**config.mk**
```make
export PLATFORM = sky130hd
export DESIGN_NAME = ps2_keyboard_rx_flat
export DESIGN_NICKNAME = d
export VERILOG_FILES = /design/src/rtl/ps2_keyboard_rx_if.sv /design/src/rtl/ps2_keyboard_rx.sv /design/src/flat_wrapper.sv
export SDC_FILE = /design/constraint.sdc
export NUM_CORES = 1
export LEC_CHECK = 0
export CAP_MARGIN = 20
export CORE_AREA = 3 3 219 114
export CTS_BUF_LIST = sky130_fd_sc_hd__clkbuf_4
export CTS_CLUSTER_DIAMETER = 150
export DETAILED_ROUTE_END_ITERATION = 8
export DIE_AREA = 0 0 222 117
export GPL_TIMING_DRIVEN = 0
export PLACE_DENSITY = 0.43
export SYNTH_ARGS = -nofsm -noshare
export SYNTH_HDL_FRONTEND = slang
export SYNTH_SLANG_ARGS = --single-unit
export TNS_END_PERCENT = 10
```
**constraint.sdc**
```tcl
create_clock -name clk -period 2.6 [get_ports clk]
set_input_delay 0.26 -clock clk [delete_from_list [all_inputs] [get_ports clk]]
set_output_delay 0.26 -clock clk [all_outputs]
set_load 0.01 [all_outputs]
```
**src/rtl/ps2_keyboard_rx_if.sv**
```systemverilog
// Key-event handshake between the PS/2 receiver and its consumer.
// The producer side drives the FIFO head fields and valid. The consumer side drives ready.
interface ps2_keyboard_rx_if;
    logic [7:0] key_code;
    logic       key_ext;
    logic       key_break;
    logic       key_valid;
    logic       key_ready;

    modport master (
        output key_code,
        output key_ext,
        output key_break,
        output key_valid,
        input  key_ready
    );

    modport slave (
        input  key_code,
        input  key_ext,
        input  key_break,
        input  key_valid,
        output key_ready
    );
endinterface

```
**src/rtl/ps2_keyboard_rx.sv**
```systemverilog
// PS/2 keyboard receiver that runs entirely in the system clock domain.
// ps2c and ps2d are synchronised. ps2c is then glitch-filtered, and its falling edge becomes
// a strobe that clocks the frame FSM. Accepted bytes are decoded for E0/F0 prefixes into
// make/break events. Those events are queued in a first-word-fall-through FIFO.
module ps2_keyboard_rx #(
    parameter int FILTER_LEN  = 4,
    parameter int TIMEOUT_CYC = 50000,
    parameter int FIFO_DEPTH  = 8,
    parameter int MODE        = 0
) (
    input  logic                              clk,
    input  logic                              clr_n,
    input  logic                              ps2c,
    input  logic                              ps2d,
    ps2_keyboard_rx_if.master                 key_if,
    output logic [$clog2(FIFO_DEPTH+1)-1:0]   fifo_count,
    output logic                              overflow,
    output logic                              parity_err,
    output logic                              frame_err
);

    localparam int FW = $clog2(FILTER_LEN);
    localparam int TW = $clog2(TIMEOUT_CYC);
    localparam int PW = $clog2(FIFO_DEPTH);
    localparam int CW = $clog2(FIFO_DEPTH + 1);

    localparam logic [FW-1:0] FILT_MAX = FW'(FILTER_LEN - 1);
    localparam logic [TW-1:0] TMO_MAX  = TW'(TIMEOUT_CYC - 1);
    localparam logic [CW-1:0] DEPTH_C  = CW'(FIFO_DEPTH);
    localparam logic [1:0]    MODE_C   = 2'(MODE);

    typedef enum logic [1:0] {
        ST_IDLE   = 2'd0,
        ST_DATA   = 2'd1,
        ST_PARITY = 2'd2,
        ST_STOP   = 2'd3
    } state_t;

    // Frame is good when data bits plus the parity bit contain an odd number of ones.
    function automatic logic odd_parity_ok(input logic [7:0] data, input logic par);
        odd_parity_ok = ^{data, par};
    endfunction

    logic          ps2c_meta_r, ps2c_sync_r, ps2d_meta_r, ps2d_sync_r;
    logic          ps2c_filt_r;
    logic [FW-1:0] filt_cnt_r;
    logic          strobe_s;

    state_t        state_r, state_nx_s;
    logic [2:0]    bit_cnt_r;
    logic [7:0]    shift_r;
    logic          parity_r;
    logic [TW-1:0] tmo_cnt_r;
    logic          tmo_hit_s, shift_en_s, par_cap_s, accept_s, perr_s, ferr_s, bit_clr_s;
    logic          rx_done_r;
    logic [7:0]    rx_byte_r;
    logic          parity_err_r, frame_err_r;

    logic          ext_pend_r, brk_pend_r;
    logic          rec_vld_r;
    logic [8:0]    rec_key_r;
    logic          push_s, set_ext_s, set_brk_s, pend_clr_s, rec_set_s, rec_clr_s;
    logic [9:0]    evt_s;

    logic [9:0]    mem_r [FIFO_DEPTH];
    logic [PW-1:0] wr_ptr_r, rd_ptr_r;
    logic [CW-1:0] count_r;
    logic          overflow_r;
    logic          pop_s, full_s, wr_s;

    // Two-flop synchronisers for both PS/2 lines; idle bus level is high.
    always_ff @(posedge clk or negedge clr_n) begin
        if (!clr_n) begin
            ps2c_meta_r <= 1'b1;
            ps2c_sync_r <= 1'b1;
            ps2d_meta_r <= 1'b1;
            ps2d_sync_r <= 1'b1;
        end else begin
            ps2c_meta_r <= ps2c;
            ps2c_sync_r <= ps2c_meta_r;
            ps2d_meta_r <= ps2d;
            ps2d_sync_r <= ps2d_meta_r;
        end
    end

    // The filtered clock follows the synced clock only after FILTER_LEN consecutive differing samples.
    always_ff @(posedge clk or negedge clr_n) begin
        if (!clr_n) begin
            ps2c_filt_r <= 1'b1;
            filt_cnt_r  <= {FW{1'b0}};
        end else if (ps2c_sync_r == ps2c_filt_r) begin
            filt_cnt_r  <= {FW{1'b0}};
        end else if (filt_cnt_r == FILT_MAX) begin
            ps2c_filt_r <= ps2c_sync_r;
            filt_cnt_r  <= {FW{1'b0}};
        end else begin
            filt_cnt_r  <= filt_cnt_r + FW'(1);
        end
    end

    // One-cycle strobe in the cycle where the filtered clock is about to fall.
    assign strobe_s = ps2c_filt_r && !ps2c_sync_r && (filt_cnt_r == FILT_MAX);

    // Frame FSM state register.
    always_ff @(posedge clk or negedge clr_n) begin
        if (!clr_n) begin
            state_r <= ST_IDLE;
        end else begin
            state_r <= state_nx_s;
        end
    end

    // Frame FSM next state and per-strobe actions; a timeout overrides everything.
    always_comb begin
        state_nx_s = state_r;
        shift_en_s = 1'b0;
        par_cap_s  = 1'b0;
        accept_s   = 1'b0;
        perr_s     = 1'b0;
        ferr_s     = 1'b0;
        bit_clr_s  = 1'b0;
        tmo_hit_s  = (state_r != ST_IDLE) && (tmo_cnt_r == TMO_MAX) && !strobe_s;
        if (tmo_hit_s) begin
            state_nx_s = ST_IDLE;
            ferr_s     = 1'b1;
        end else if (strobe_s) begin
            case (state_r)
                ST_IDLE: begin
                    if (!ps2d_sync_r) begin
                        state_nx_s = ST_DATA;
                        bit_clr_s  = 1'b1;
                    end else begin
                        ferr_s     = 1'b1;
                    end
                end
                ST_DATA: begin
                    shift_en_s = 1'b1;
                    if (bit_cnt_r == 3'd7) begin
                        state_nx_s = ST_PARITY;
                    end else begin
                        state_nx_s = ST_DATA;
                    end
                end
                ST_PARITY: begin
                    par_cap_s  = 1'b1;
                    state_nx_s = ST_STOP;
                end
                ST_STOP: begin
                    state_nx_s = ST_IDLE;
                    if (!odd_parity_ok(shift_r, parity_r)) begin
                        perr_s   = 1'b1;
                    end else if (!ps2d_sync_r) begin
                        ferr_s   = 1'b1;
                    end else begin
                        accept_s = 1'b1;
                    end
                end
                default: begin
                    state_nx_s = ST_IDLE;
                end
            endcase
        end else begin
            state_nx_s = state_r;
        end
    end

    // Frame datapath: bit counter, shifter, parity capture, timeout counter, result pulses.
    always_ff @(posedge clk or negedge clr_n) begin
        if (!clr_n) begin
            bit_cnt_r    <= 3'd0;
            shift_r      <= 8'd0;
            parity_r     <= 1'b0;
            tmo_cnt_r    <= {TW{1'b0}};
            rx_done_r    <= 1'b0;
            rx_byte_r    <= 8'd0;
            parity_err_r <= 1'b0;
            frame_err_r  <= 1'b0;
        end else begin
            if (bit_clr_s) begin
                bit_cnt_r <= 3'd0;
            end else if (shift_en_s) begin
                bit_cnt_r <= bit_cnt_r + 3'd1;
            end
            if (shift_en_s) begin
                shift_r <= {ps2d_sync_r, shift_r[7:1]};
            end
            if (par_cap_s) begin
                parity_r <= ps2d_sync_r;
            end
            if ((state_r == ST_IDLE) || strobe_s || tmo_hit_s) begin
                tmo_cnt_r <= {TW{1'b0}};
            end else begin
                tmo_cnt_r <= tmo_cnt_r + TW'(1);
            end
            rx_done_r <= accept_s;
            if (accept_s) begin
                rx_byte_r <= shift_r;
            end
            parity_err_r <= perr_s;
            frame_err_r  <= ferr_s;
        end
    end

    assign evt_s = {ext_pend_r, brk_pend_r, rx_byte_r};

    // Prefix decoding and the per-mode decision of whether an event is queued.
    always_comb begin
        push_s     = 1'b0;
        set_ext_s  = 1'b0;
        set_brk_s  = 1'b0;
        pend_clr_s = 1'b0;
        rec_set_s  = 1'b0;
        rec_clr_s  = 1'b0;
        if (rx_done_r) begin
            if (rx_byte_r == 8'hE0) begin
                set_ext_s = 1'b1;
            end else if (rx_byte_r == 8'hF0) begin
                set_brk_s = 1'b1;
            end else if ((rx_byte_r == 8'h00) || (rx_byte_r == 8'hFF)) begin
                pend_clr_s = 1'b1;
            end else begin
                pend_clr_s = 1'b1;
                case (MODE_C)
                    2'd0: begin
                        push_s = brk_pend_r;
                    end
                    2'd1: begin
                        if (brk_pend_r) begin
                            push_s    = 1'b1;
                            rec_clr_s = 1'b1;
                        end else if (!rec_vld_r || (rec_key_r != {ext_pend_r, rx_byte_r})) begin
                            push_s    = 1'b1;
                            rec_set_s = 1'b1;
                        end else begin
                            push_s    = 1'b0;
                        end
                    end
                    default: begin
                        push_s = 1'b1;
                    end
                endcase
            end
        end else begin
            push_s = 1'b0;
        end
    end

    // Pending prefixes and the last-queued-make record used to suppress typematic repeats.
    always_ff @(posedge clk or negedge clr_n) begin
        if (!clr_n) begin
            ext_pend_r <= 1'b0;
            brk_pend_r <= 1'b0;
            rec_vld_r  <= 1'b0;
            rec_key_r  <= 9'd0;
        end else begin
            if (set_ext_s) begin
                ext_pend_r <= 1'b1;
            end else if (pend_clr_s) begin
                ext_pend_r <= 1'b0;
            end
            if (set_brk_s) begin
                brk_pend_r <= 1'b1;
            end else if (pend_clr_s) begin
                brk_pend_r <= 1'b0;
            end
            if (rec_set_s) begin
                rec_vld_r <= 1'b1;
                rec_key_r <= {ext_pend_r, rx_byte_r};
            end else if (rec_clr_s) begin
                rec_vld_r <= 1'b0;
            end
        end
    end

    assign pop_s  = key_if.key_valid && key_if.key_ready;
    assign full_s = (count_r == DEPTH_C);
    assign wr_s   = push_s && (!full_s || pop_s);

    // Event storage. A write into a full FIFO is allowed only when the head leaves in the same cycle.
    always_ff @(posedge clk or negedge clr_n) begin
        if (!clr_n) begin
            for (int i = 0; i < FIFO_DEPTH; i++) begin
                mem_r[i] <= 10'd0;
            end
        end else if (wr_s) begin
            mem_r[wr_ptr_r] <= evt_s;
        end
    end

    // FIFO pointers, occupancy and the sticky overflow flag.
    always_ff @(posedge clk or negedge clr_n) begin
        if (!clr_n) begin
            wr_ptr_r   <= {PW{1'b0}};
            rd_ptr_r   <= {PW{1'b0}};
            count_r    <= {CW{1'b0}};
            overflow_r <= 1'b0;
        end else begin
            if (wr_s) begin
                wr_ptr_r <= wr_ptr_r + PW'(1);
            end
            if (pop_s) begin
                rd_ptr_r <= rd_ptr_r + PW'(1);
            end
            case ({wr_s, pop_s})
                2'b10:   count_r <= count_r + CW'(1);
                2'b01:   count_r <= count_r - CW'(1);
                default: count_r <= count_r;
            endcase
            if (push_s && full_s && !pop_s) begin
                overflow_r <= 1'b1;
            end
        end
    end

    assign key_if.key_valid = (count_r != {CW{1'b0}});
    assign key_if.key_ext   = mem_r[rd_ptr_r][9];
    assign key_if.key_break = mem_r[rd_ptr_r][8];
    assign key_if.key_code  = mem_r[rd_ptr_r][7:0];
    assign fifo_count       = count_r;
    assign overflow         = overflow_r;
    assign parity_err       = parity_err_r;
    assign frame_err        = frame_err_r;

endmodule

```
**src/flat_wrapper.sv**
```systemverilog
// flat-port wrapper written by rule: the top's interface ports become plain ports
module ps2_keyboard_rx_flat 
#(
    parameter int FILTER_LEN  = 4,
    parameter int TIMEOUT_CYC = 50000,
    parameter int FIFO_DEPTH  = 8,
    parameter int MODE        = 0
)
  (clk, clr_n, ps2c, ps2d, fifo_count, overflow, parity_err, frame_err, key_if_key_code, key_if_key_ext, key_if_key_break, key_if_key_valid, key_if_key_ready);
  ps2_keyboard_rx_if key_if_i ();
  input  logic clk;
  input  logic clr_n;
  input  logic ps2c;
  input  logic ps2d;
  output logic [$clog2(FIFO_DEPTH+1)-1:0] fifo_count;
  output logic overflow;
  output logic parity_err;
  output logic frame_err;
  output wire logic [$bits(key_if_i.key_code)-1:0] key_if_key_code;
  output wire logic [$bits(key_if_i.key_ext)-1:0] key_if_key_ext;
  output wire logic [$bits(key_if_i.key_break)-1:0] key_if_key_break;
  output wire logic [$bits(key_if_i.key_valid)-1:0] key_if_key_valid;
  input wire logic [$bits(key_if_i.key_ready)-1:0] key_if_key_ready;
  assign key_if_key_code = key_if_i.key_code;
  assign key_if_key_ext = key_if_i.key_ext;
  assign key_if_key_break = key_if_i.key_break;
  assign key_if_key_valid = key_if_i.key_valid;
  assign key_if_i.key_ready = key_if_key_ready;
  ps2_keyboard_rx #(.FILTER_LEN(FILTER_LEN), .TIMEOUT_CYC(TIMEOUT_CYC), .FIFO_DEPTH(FIFO_DEPTH), .MODE(MODE)) u_core (.clk(clk), .clr_n(clr_n), .ps2c(ps2c), .ps2d(ps2d), .key_if(key_if_i), .fifo_count(fifo_count), .overflow(overflow), .parity_err(parity_err), .frame_err(frame_err));
endmodule
```
==> out/summary.txt, run 1 <==
Pwr/cell area - 634 mW/mm^2
Final Max Tran Viols - 0
Ys async rst share - 100%
Starting DRT DRC Count - 221
Worst path cell trace - or4_4, nand2b_4, a21boi_2, buf_6, nand2b_4, ha_4, xor2_1, ha_2, a21oi_2, xor2_1, nor2_1, xor2_1
Worst path required time - 3.08 ns
Vias in the first global route - 3933
Sequential Power Share - 49.3%
First-pass GRT wire length - 22300 um
CP arrival - 3.08 ns
Hold Vio Cnt, Final - 0
All-Layer GR Usage - 11.4%
Input/output buffers - 22
DR vias - 3757
Clk sinks - 141
Die area - 0.0260 sq mm
Critical path launch point type - flip-flop
Status - finished, violations left
Fin crit period - 2.61 ns
Pleak - 0.00364 uW
Synth warn - 0
CTS root buf - clkbuf_4
GPL Wtd Cong - 0.695
Setup TNS Final - -0.00529 ns
Crit Path Max Fanout - 3
Post-Syn Area per Cell - 14.4 sq um
Int Pwr - 3380 uW
Synth area leader - dfrtp_1
Initial antenna violation count - 1
Failing checks - setup timing
Number of max-cap violations - 0
Core Rows - 39
Maximum vdd drop - 0.242 mV
Worst setup margin - -0.00529 ns
NetSw - 1530 uW
Fin nets - 541
Fraction of the cycle the final worst path needs - 100%
Largest net degree at the start of global routing - 87
Most area-consuming cells after synthesis - dfrtp_1, mux2_2, mux2_1, mux4_2, mux2_4
Num CTS Buffers - 17
Final core occ - 33.9%
CTS tree - yes
Clk buf depth - 2
Setup crit end kind - flip-flop
Clock slew at reported path FFs - 0.12 ns
Sw frac - 31.2%
Fillers - 2249
Max_slew headroom - 50.7%
Mapped cell area - 0.00664 sq mm
Slowest CP cell - or4_4
Clk_lat worst skew - 0.55 ns
Sequential fraction of the synthesis area - 53.2%
Grt total ovfl - 0
#FFs+latches synth - 141
Crit path kind - reg -> reg
Hold slack - 0.106 ns
Clock Power Share - 26.8%
Final setup vio count - 1
Most used cell, CP - xor2_1
I/O pin total - 23
Final wirelength - 14000 um
Maximum clock rate - 384 MHz
Syn Nets - 481
Chip height - 117 um
Worst-Margin Slew - 0.734 ns
Mapped Cells - 462
Residual DRC - 0
Avg Vias per Cell - 4.46
Dpl hpwl - 8710 um
Dominant synthesized flop cell - dfrtp_1
Layout cells sized above 1 - 34.4%
Effective utilization at floorplan - 29.0%
Count of flip-flops with a built-in enable after synthesis - 0
Delay-heaviest family, CP - simple AND/OR/NAND/NOR gates
RSZ-0062 raised after global routing - true
Buffer and inverter count on the worst path - 1
H-tree levels - 4
Combinational Power Share - 23.9%
Die width - 222 um
Antenna-violating nets left - 0
Post-synth top area share - 51.2%
CORE AREA - 0.0229 sq mm
Clk_skew - 0.0169 ns
DR WL/cell - 16.6 um
Drt pass-1 iters - 4
Worst hold path type - in -> reg
Distinct cells, synth - 55
Delay of the slowest critical-path stage - 0.58 ns
Area growth syn-to-layout - 16.8%
final timing paths:
| check | depth (start not counted) | endpoint | slack [ns] | start |
|---|---|---|---|---|
| min in group asynchronous | 2 | u_core.tmo_cnt_r[8] | 0.22 | clr_n |
| worst max register to register | 12 | u_core.fifo_count[2] | -0.005 | u_core.rx_byte_r[3] |
| max in group asynchronous | 3 | u_core.rd_ptr_r[0] | 1.54 | clr_n |
| worst min-delay path | 1 | u_core.ps2c_meta_r | 0.11 | ps2c |
| worst max-delay path | 12 | u_core.fifo_count[2] | -0.005 | u_core.rx_byte_r[3] |
| worst min register to register | 0 | u_core.ps2d_sync_r | 0.36 | u_core.ps2d_meta_r |
logic make-up after synthesis:
| kind of cell | share of synthesized area (%) |
|---|---|
| AOI/OAI and AO/OA | 2.62 |
| xor gates and xnor gates | 4.03 |
| adders and majority gates | 2.64 |
| buffers and inverters | 2.37 |
| DFF | 53.2 |
| muxes | 25.4 |
| and+or+nand+nor | 9.70 |
sequential cells by signal, indices dropped and copies added, names as in the netlist, 2 cells and up:
| signal | cells |
|---|---|
| u_core.bit_cnt_r | 3 |
| u_core.shift_r | 8 |
| u_core.fifo_count | 4 |
| u_core.wr_ptr_r | 3 |
| u_core.mem_r | 80 |
| u_core.rx_byte_r | 8 |
| u_core.state_r | 2 |
| u_core.tmo_cnt_r | 16 |
| u_core.rd_ptr_r | 3 |
| u_core.filt_cnt_r | 2 |
cells in the mapped netlist (2+ instances only):
library cell / n
o31ai_1: 2
xor2_1: 12
mux2_4: 18
nand2_1: 20
dfstp_2: 5
nor3_1: 3
buf_2: 3
nor3_4: 4
inv_1: 10
a21oi_1: 5
mux2_1: 41
o21ai_0: 3
nand4_1: 6
or3_1: 3
or4_1: 2
ha_1: 14
mux4_2: 20
or2_2: 4
a22o_1: 3
and2_1: 4
clkbuf_1: 10
mux2_2: 44
nor4bb_1: 2
and3_1: 4
nand3_1: 3
nand2b_1: 8
buf_6: 6
or2_1: 2
nor2_1: 22
xnor2_1: 16
dfrtp_1: 136
nor4_4: 2
and4_1: 3
repair_timing:
action	4_1_cts	5_1_grt
pin swaps	3	4
hold buffers	1	0
gates cloned	1	0
gates resized for setup	54	9
buffers inserted	10	4
setup endpoints to repair	13	11
endpoints found under the hold margin	55	0
metrics by stage:
step | std cells | power (uW) | worst slack (ns) | instance area, sq um
global route | 843 | 5220 | -0.136 | 7760
global placement | 791 | 3380 | -4.84 | 7270
CTS | 838 | 5040 | -0.0159 | 7750
detailed placement | 794 | 3390 | -0.273 | 7320
floorplan | 462 | 3020 | 0.00809 | 6660
finish | 843 | 4920 | -0.00529 | 7760
routing by layer:
| layer | GRT usage, % | routed length, um | vias up |
|---|---|---|---|
| met5 | 0 | 0 | - |
| met4 | 3.45 | 140 | 0 |
| met3 | 3.26 | 413 | 8 |
| met2 | 17.8 | 6220 | 38 |
| met1 | 15.6 | 7220 | 1917 |
| li1 | - | - | 1794 |
power groups by stage:
stage,Sequential (uW),Clock (uW),Combinational (uW)
floorplan,2450,0,576
global placement,2460,0,919
detailed placement,2460,0,931
CTS,2430,1410,1200
global route,2440,1500,1280
finish,2420,1320,1180
cell usage in the layout, fill, tap and decap left out, drive strengths merged, types with 6 or more instances in the layout:
cell | synthesis | final
xor2 | 12 | 12
or2 | 6 | 6
mux4 | 20 | 20
xnor2 | 16 | 16
buf | 9 | 37
inv | 10 | 11
nand2 | 21 | 21
clkinv | 0 | 10
mux2 | 103 | 103
ha | 14 | 14
dfrtp | 136 | 136
nor3 | 8 | 8
nor2 | 22 | 22
nand4 | 7 | 7
nand2b | 9 | 9
clkbuf | 10 | 28
clkdlybuf4s50 | 0 | 11
final cells by class:
cell class	instances	area [sq um]	area share, %
sequential	141	3540	45.6
multi-input combinational	292	3000	38.7
timing repair buffer	41	392	5.05
tap	307	384	4.95
buffer	19	154	1.98
clock buffer	17	128	1.64
clock inverter	15	125	1.61
inverter	10	37.5	0.484
antenna	1	2.50	0.0322
Power figures use the tool's default switching activity.
==> inputs of run 2 (changes only) <==
CTS_BUF_LIST = sky130_fd_sc_hd__clkbuf_8 sky130_fd_sc_hd__clkbuf_16   (was sky130_fd_sc_hd__clkbuf_4)
CTS_CLUSTER_DIAMETER = 50   (was 150)
HOLD_SLACK_MARGIN = 0.03   (was not set)
==> run 2 against run 1 <==
- the flow now finishes without violations
- register-to-register slack improved by 0.02 ns
- routed wire length fell by 0.46%
- cell area rose by 3.0%
- first-iteration DRC count fell by 20%
- flip-flop and latch count did not move
- critical path depth did not move
- largest cell class unchanged
==> out/summary.txt, run 2 (synthesized netlist as in run 1, its figures left out) <==
Met3 Use GR - 3.26%
Final wirelength - 13900 um
Hold Vio Cnt, Final - 0
Total power - 5720 uW
Worst R2R Path Depth - 12
Vias in the first global route - 3872
Clock slew at reported path FFs - 0.06 ns
Critical path launch point type - flip-flop
HP Start - ps2c
DR WL/cell - 16.7 um
Drt pass-1 iters - 4
Clk_lat worst skew - 0.43 ns
Delay of the slowest critical-path stage - 0.58 ns
Setup crit end kind - flip-flop
Maximum clock rate - 387 MHz
Delay-heaviest family, CP - simple AND/OR/NAND/NOR gates
Commonest non-fill, non-tap cells in the layout - dfrtp_1, mux2_2, mux2_1
Worst path required time - 2.95 ns
DP Area - 0.00732 sq mm
Core Rows - 39
Pre-CTS setup slack - -0.273 ns
Max reg flops - 80
Initial antenna violation count - 0
Layout cells sized above 1 - 31.6%
FF-to-FF Start - u_core.rx_byte_r[3]
Worst flop-to-flop path endpoint - u_core.fifo_count[2]
Final setup vio count - 0
Clk sinks - 141
DR vias - 3711
CTS root buf - clkbuf_16
RSZ-0062 raised after global routing - true
Num CTS Buffers - 17
Area growth syn-to-layout - 20.4%
Residual DRC - 0
Largest reg by FF count - u_core.mem_r
Status - complete, no violations
Busiest grt layer - met2
Worst Hold End - u_core.ps2c_meta_r
Clk buf depth - 2
Register-to-Register Setup Slack - 0.02 ns
Effective utilization at floorplan - 29.0%
Ant diodes - 0
Commonest non-fill, non-tap cell in the layout - dfrtp_1
Biggest regs - u_core.mem_r (80), u_core.tmo_cnt_r (16)
Crit Path Max Fanout - 3
Grt total ovfl - 0
Clk_skew - 0.00705 ns
Die area - 0.0260 sq mm
WHS Path Cells - 1
Pwr/cell area - 716 mW/mm^2
Maximum vdd drop - 0.418 mV
Pleak - 0.00376 uW
Worst setup margin - 0.0181 ns
Cells after DPL - 794
Worst-Margin Slew - 0.730 ns
GPL Wtd Cong - 0.695
Fin crit period - 2.58 ns
Chip height - 117 um
Fillers - 2223
Antenna-violating nets left - 0
Worst path cell trace - or4_4, nand2b_4, a21boi_2, buf_6, nand2b_4, ha_4, xor2_1, ha_2, a21oi_2, xor2_1, nor2_1, xor2_1
Fraction of the cycle the final worst path needs - 99.3%
Starting DRT DRC Count - 177
Final Max Tran Viols - 0
Final instance area - 0.00799 sq mm
Crit path kind - reg -> reg
Met2 Usage GRT - 17.6%
Met1 usage - 15.5%
CP arrival - 2.93 ns
Post-Layout Cell Count - 833
Dpl hpwl - 8710 um
Fin nets - 532
Input/output buffers - 22
Largest net degree at the start of global routing - 87
H-tree levels - 4
Hold slack - 0.241 ns
Buffer and inverter count on the worst path - 1
Most used cell, CP - xor2_1
Number of max-cap violations - 0
All-Layer GR Usage - 11.4%
Die width - 222 um
CORE AREA - 0.0229 sq mm
Max_slew headroom - 51.0%
Avg Vias per Cell - 4.45
I/O pin total - 23
Slowest CP cell - or4_4
Worst hold path type - in -> reg
CTS tree - yes
First-pass GRT wire length - 22200 um
run 2: changes by cell type in the layout (fill, tap and decap cells not counted), moves of 3 or more:
cell,before,now
clkbuf_4,17,1
buf_2,10,2
clkbuf_2,4,1
buf_4,11,6
dlygate4sd2_1,0,8
clkbuf_16,0,17
run 2: layout make-up:
cell class              count  area (sq um)  share of cell area [%]
inverters                  10          37.5                   0.470
well taps                 307           384                    4.81
repair buffers             32           325                    4.07
multi-input cells         292          2990                    37.5
clock inverters            14           121                    1.52
flip-flops and latches    141          3540                    44.2
plain buffers              19           156                    1.96
clock buffers              18           439                    5.49
run 2: timing repair:
action | 4_1_cts | 5_1_grt
hold buffers | 1 | 0
hold endpoints to repair | 50 | 0
setup endpoints to repair | 13 | 8
gates resized for setup | 24 | 6
pin swaps | 1 | 5
setup buffers | 2 | 4
run 2: how the worst max path moves through the flow:
stage,start,to,slack [ns],cells after the start
2_1_floorplan,u_core.rx_byte_r[1],u_core.fifo_count[2],0.008,12
3_3_place_gp,clr_n,u_core.fifo_count[2],-4.84,1
3_5_place_dp,u_core.rx_byte_r[0],u_core.fifo_count[2],-0.27,12
4_1_cts,u_core.rx_byte_r[0],u_core.fifo_count[2],-0.006,12
5_1_grt,u_core.rx_byte_r[3],u_core.fifo_count[2],-0.10,12
6_report,u_core.rx_byte_r[3],u_core.fifo_count[2],0.02,12
run 2: power breakdown:
part           internal, uW  total (uW)  switching (uW)  leakage [uW]
Clock                  1340        2310             975      0.000272
Sequential             2300        2430             131       0.00191
Combinational           475         980             505       0.00158
run 2: per-stage QoR:
step / utilization [%] / TNS [ns]
after global placement: 31.7 / -672.86
after detailed placement: 32.0 / -0.657
after floorplan: - / 0
after CTS: 34.7 / -0.00594
after global routing: 34.9 / -0.204
final: 34.9 / 0
run 2: worst register-to-register path, stage by stage (launching register included):
cell      delay (ns)
dfrtp_1         0.39
or4_4           0.58
nand2b_4        0.17
a21boi_2        0.16
buf_6           0.11
nand2b_4        0.13
ha_4            0.14
xor2_1          0.16
ha_2            0.20
a21oi_2         0.04
xor2_1          0.15
nor2_1          0.13
xor2_1          0.15
run 2: routing by layer:
layer	part of all wire, %	vias to the layer above
met1	51	1877
met3	3.5	13
li1	-	1780
met4	1.3	0
met5	0	-
met2	45	41
==> inputs of run 3 (changes only) <==
ABC_CLOCK_PERIOD_IN_PS = 2600   (was not set)
GPL_TIMING_DRIVEN = not set   (was 0)
PLACE_DENSITY = 0.5   (was 0.43)
==> run 3 against run 2 <==
- clock skew grew 0.0050 ns
- first-iteration DRC count shrank 6.2%
- flip-flop and latch count is the same
- sequential share of layout area shrank 0.49 points
- routed wire length shrank 5.7%
- sequential power shrank 3%
- via count grew 1.0%
- count of clock-buffer cells in the layout grew 1
- fmax grew 4.6%
- critical path type unchanged
==> out/summary.txt, run 3 (synthesized netlist as in run 1, its figures left out) <==
Worst path required time - 2.90 ns
Met2 Usage GRT - 17.1%
Vias in the first global route - 3878
Setup TNS Final - 0 ns
Setup crit start - u_core.rx_byte_r[2]
RSZ-0062 raised after global routing - false
CP arrival - 2.77 ns
Area growth syn-to-layout - 21.7%
Pleak - 0.00383 uW
Starting DRT DRC Count - 166
DR vias - 3748
Fin nets - 538
Final core occ - 35.3%
Max_slew headroom - 27.9%
Post-Layout Cell Count - 839
Worst setup margin - 0.131 ns
CORE AREA - 0.0229 sq mm
Met1 usage - 14.5%
Final Max Tran Viols - 0
Crit path kind - reg -> reg
Num CTS Buffers - 17
Chip height - 117 um
Number of max-cap violations - 0
Die width - 222 um
GPL Wtd Cong - 0.726
Busiest grt layer - met2
Maximum vdd drop - 0.404 mV
Input/output buffers - 22
FF-to-FF Start - u_core.rx_byte_r[2]
Clk buf depth - 2
Crit path to - u_core.mem_r[72]
Largest net degree at the start of global routing - 54
Met3 Use GR - 2.89%
Clock slew at reported path FFs - 0.06 ns
Initial antenna violation count - 0
Ant diodes - 0
Layout cells sized above 1 - 33.1%
Core Rows - 39
Grt total ovfl - 0
Total power - 5910 uW
Max reg flops - 80
Worst flop-to-flop path endpoint - u_core.mem_r[72]
I/O pin total - 23
H-tree levels - 4
Crit Path Max Fanout - 10
Avg Vias per Cell - 4.47
Die area - 0.0260 sq mm
Final wirelength - 13100 um
Worst hold path type - in -> reg
Antenna-violating nets left - 0
Drt pass-1 iters - 4
All-Layer GR Usage - 10.7%
Pre-CTS setup slack - 0.0724 ns
CTS tree - yes
Residual DRC - 0
Fillers - 2170
Register-to-Register Setup Slack - 0.13 ns
Worst R2R Path Depth - 7
Hold Vio Cnt, Final - 0
Commonest non-fill, non-tap cells in the layout - dfrtp_1, mux2_2, mux2_1
First-pass GRT wire length - 21500 um
Maximum clock rate - 405 MHz
Setup crit end kind - flip-flop
Status - complete, no violations
CTS root buf - clkbuf_16
Clk_lat worst skew - 0.42 ns
Critical path launch point type - flip-flop
Pwr/cell area - 731 mW/mm^2
Biggest regs - u_core.mem_r (80), u_core.tmo_cnt_r (16)
Fin crit period - 2.47 ns
Fraction of the cycle the final worst path needs - 95.0%
Clk_skew - 0.0121 ns
Effective utilization at floorplan - 29.0%
Dpl hpwl - 8630 um
Commonest non-fill, non-tap cell in the layout - dfrtp_1
Clk sinks - 141
Worst-Margin Slew - 1.07 ns
Cells after DPL - 804
DR WL/cell - 15.6 um
Largest reg by FF count - u_core.mem_r
Final setup vio count - 0
[run 3: repair_timing]
item,4_1_cts,5_1_grt
gates resized for setup,9,5
cloned,0,1
endpoints found under the hold margin,45,0
setup endpoints to repair,9,3
buffers inserted,0,0
hold buffers,1,0
pin swaps,0,0
[run 3: cell type report]
cell class	count	area, sq um	area share (%)
tap	307	384	4.75
multi-input combinational	292	2980	36.9
sequential	141	3540	43.7
clock inverter	13	156	1.93
inverter	10	37.5	0.464
clock buffer	19	453	5.60
timing repair buffer	57	537	6.64
[run 3: worst min-delay path by stage]
| stage | slack (ns) | depth (start not counted) | startpoint | endpoint |
|---|---|---|---|---|
| 3_3_place_gp | 0.25 | 1 | clr_n | u_core.bit_cnt_r[2] |
| 6_report | 0.25 | 1 | ps2d | u_core.ps2d_meta_r |
| 4_1_cts | 0.23 | 1 | ps2d | u_core.ps2d_meta_r |
| 2_1_floorplan | -0.04 | 0 | clr_n | u_core.bit_cnt_r[0] |
| 5_1_grt | 0.25 | 1 | ps2c | u_core.ps2c_meta_r |
| 3_5_place_dp | 0.26 | 1 | clr_n | u_core.bit_cnt_r[2] |
[run 3: per-stage QoR]
stage / cell area [sq um] / hold slack [ns]
after floorplan: 6660 / -0.0356
after global placement: 7420 / 0.253
after detailed placement: 7420 / 0.263
after CTS: 8030 / 0.233
after global routing: 8080 / 0.246
final: 8080 / 0.254
[run 3: critical path: stages (launching register included)]
cell and delay [ns]:
dfrtp_1 0.37, buf_4 0.17, nand4_1 0.13, o21ai_1 0.08, a21boi_2 0.16, buf_4 0.20, nor4_4 0.88, mux2_4 0.35
[run 3: routing by layer]
layer,share of wire (%),up-vias
li1,-,1775
met1,50,1929
met2,47,38
met3,2.9,6
met4,0.72,0
met5,0,-
[run 3: power by group]
group	leakage, uW	switching [uW]	internal (uW)
clock network	0.000298	999	1490
registers	0.00191	60.1	2300
logic	0.00163	557	507
total	0.00383	1620	4300
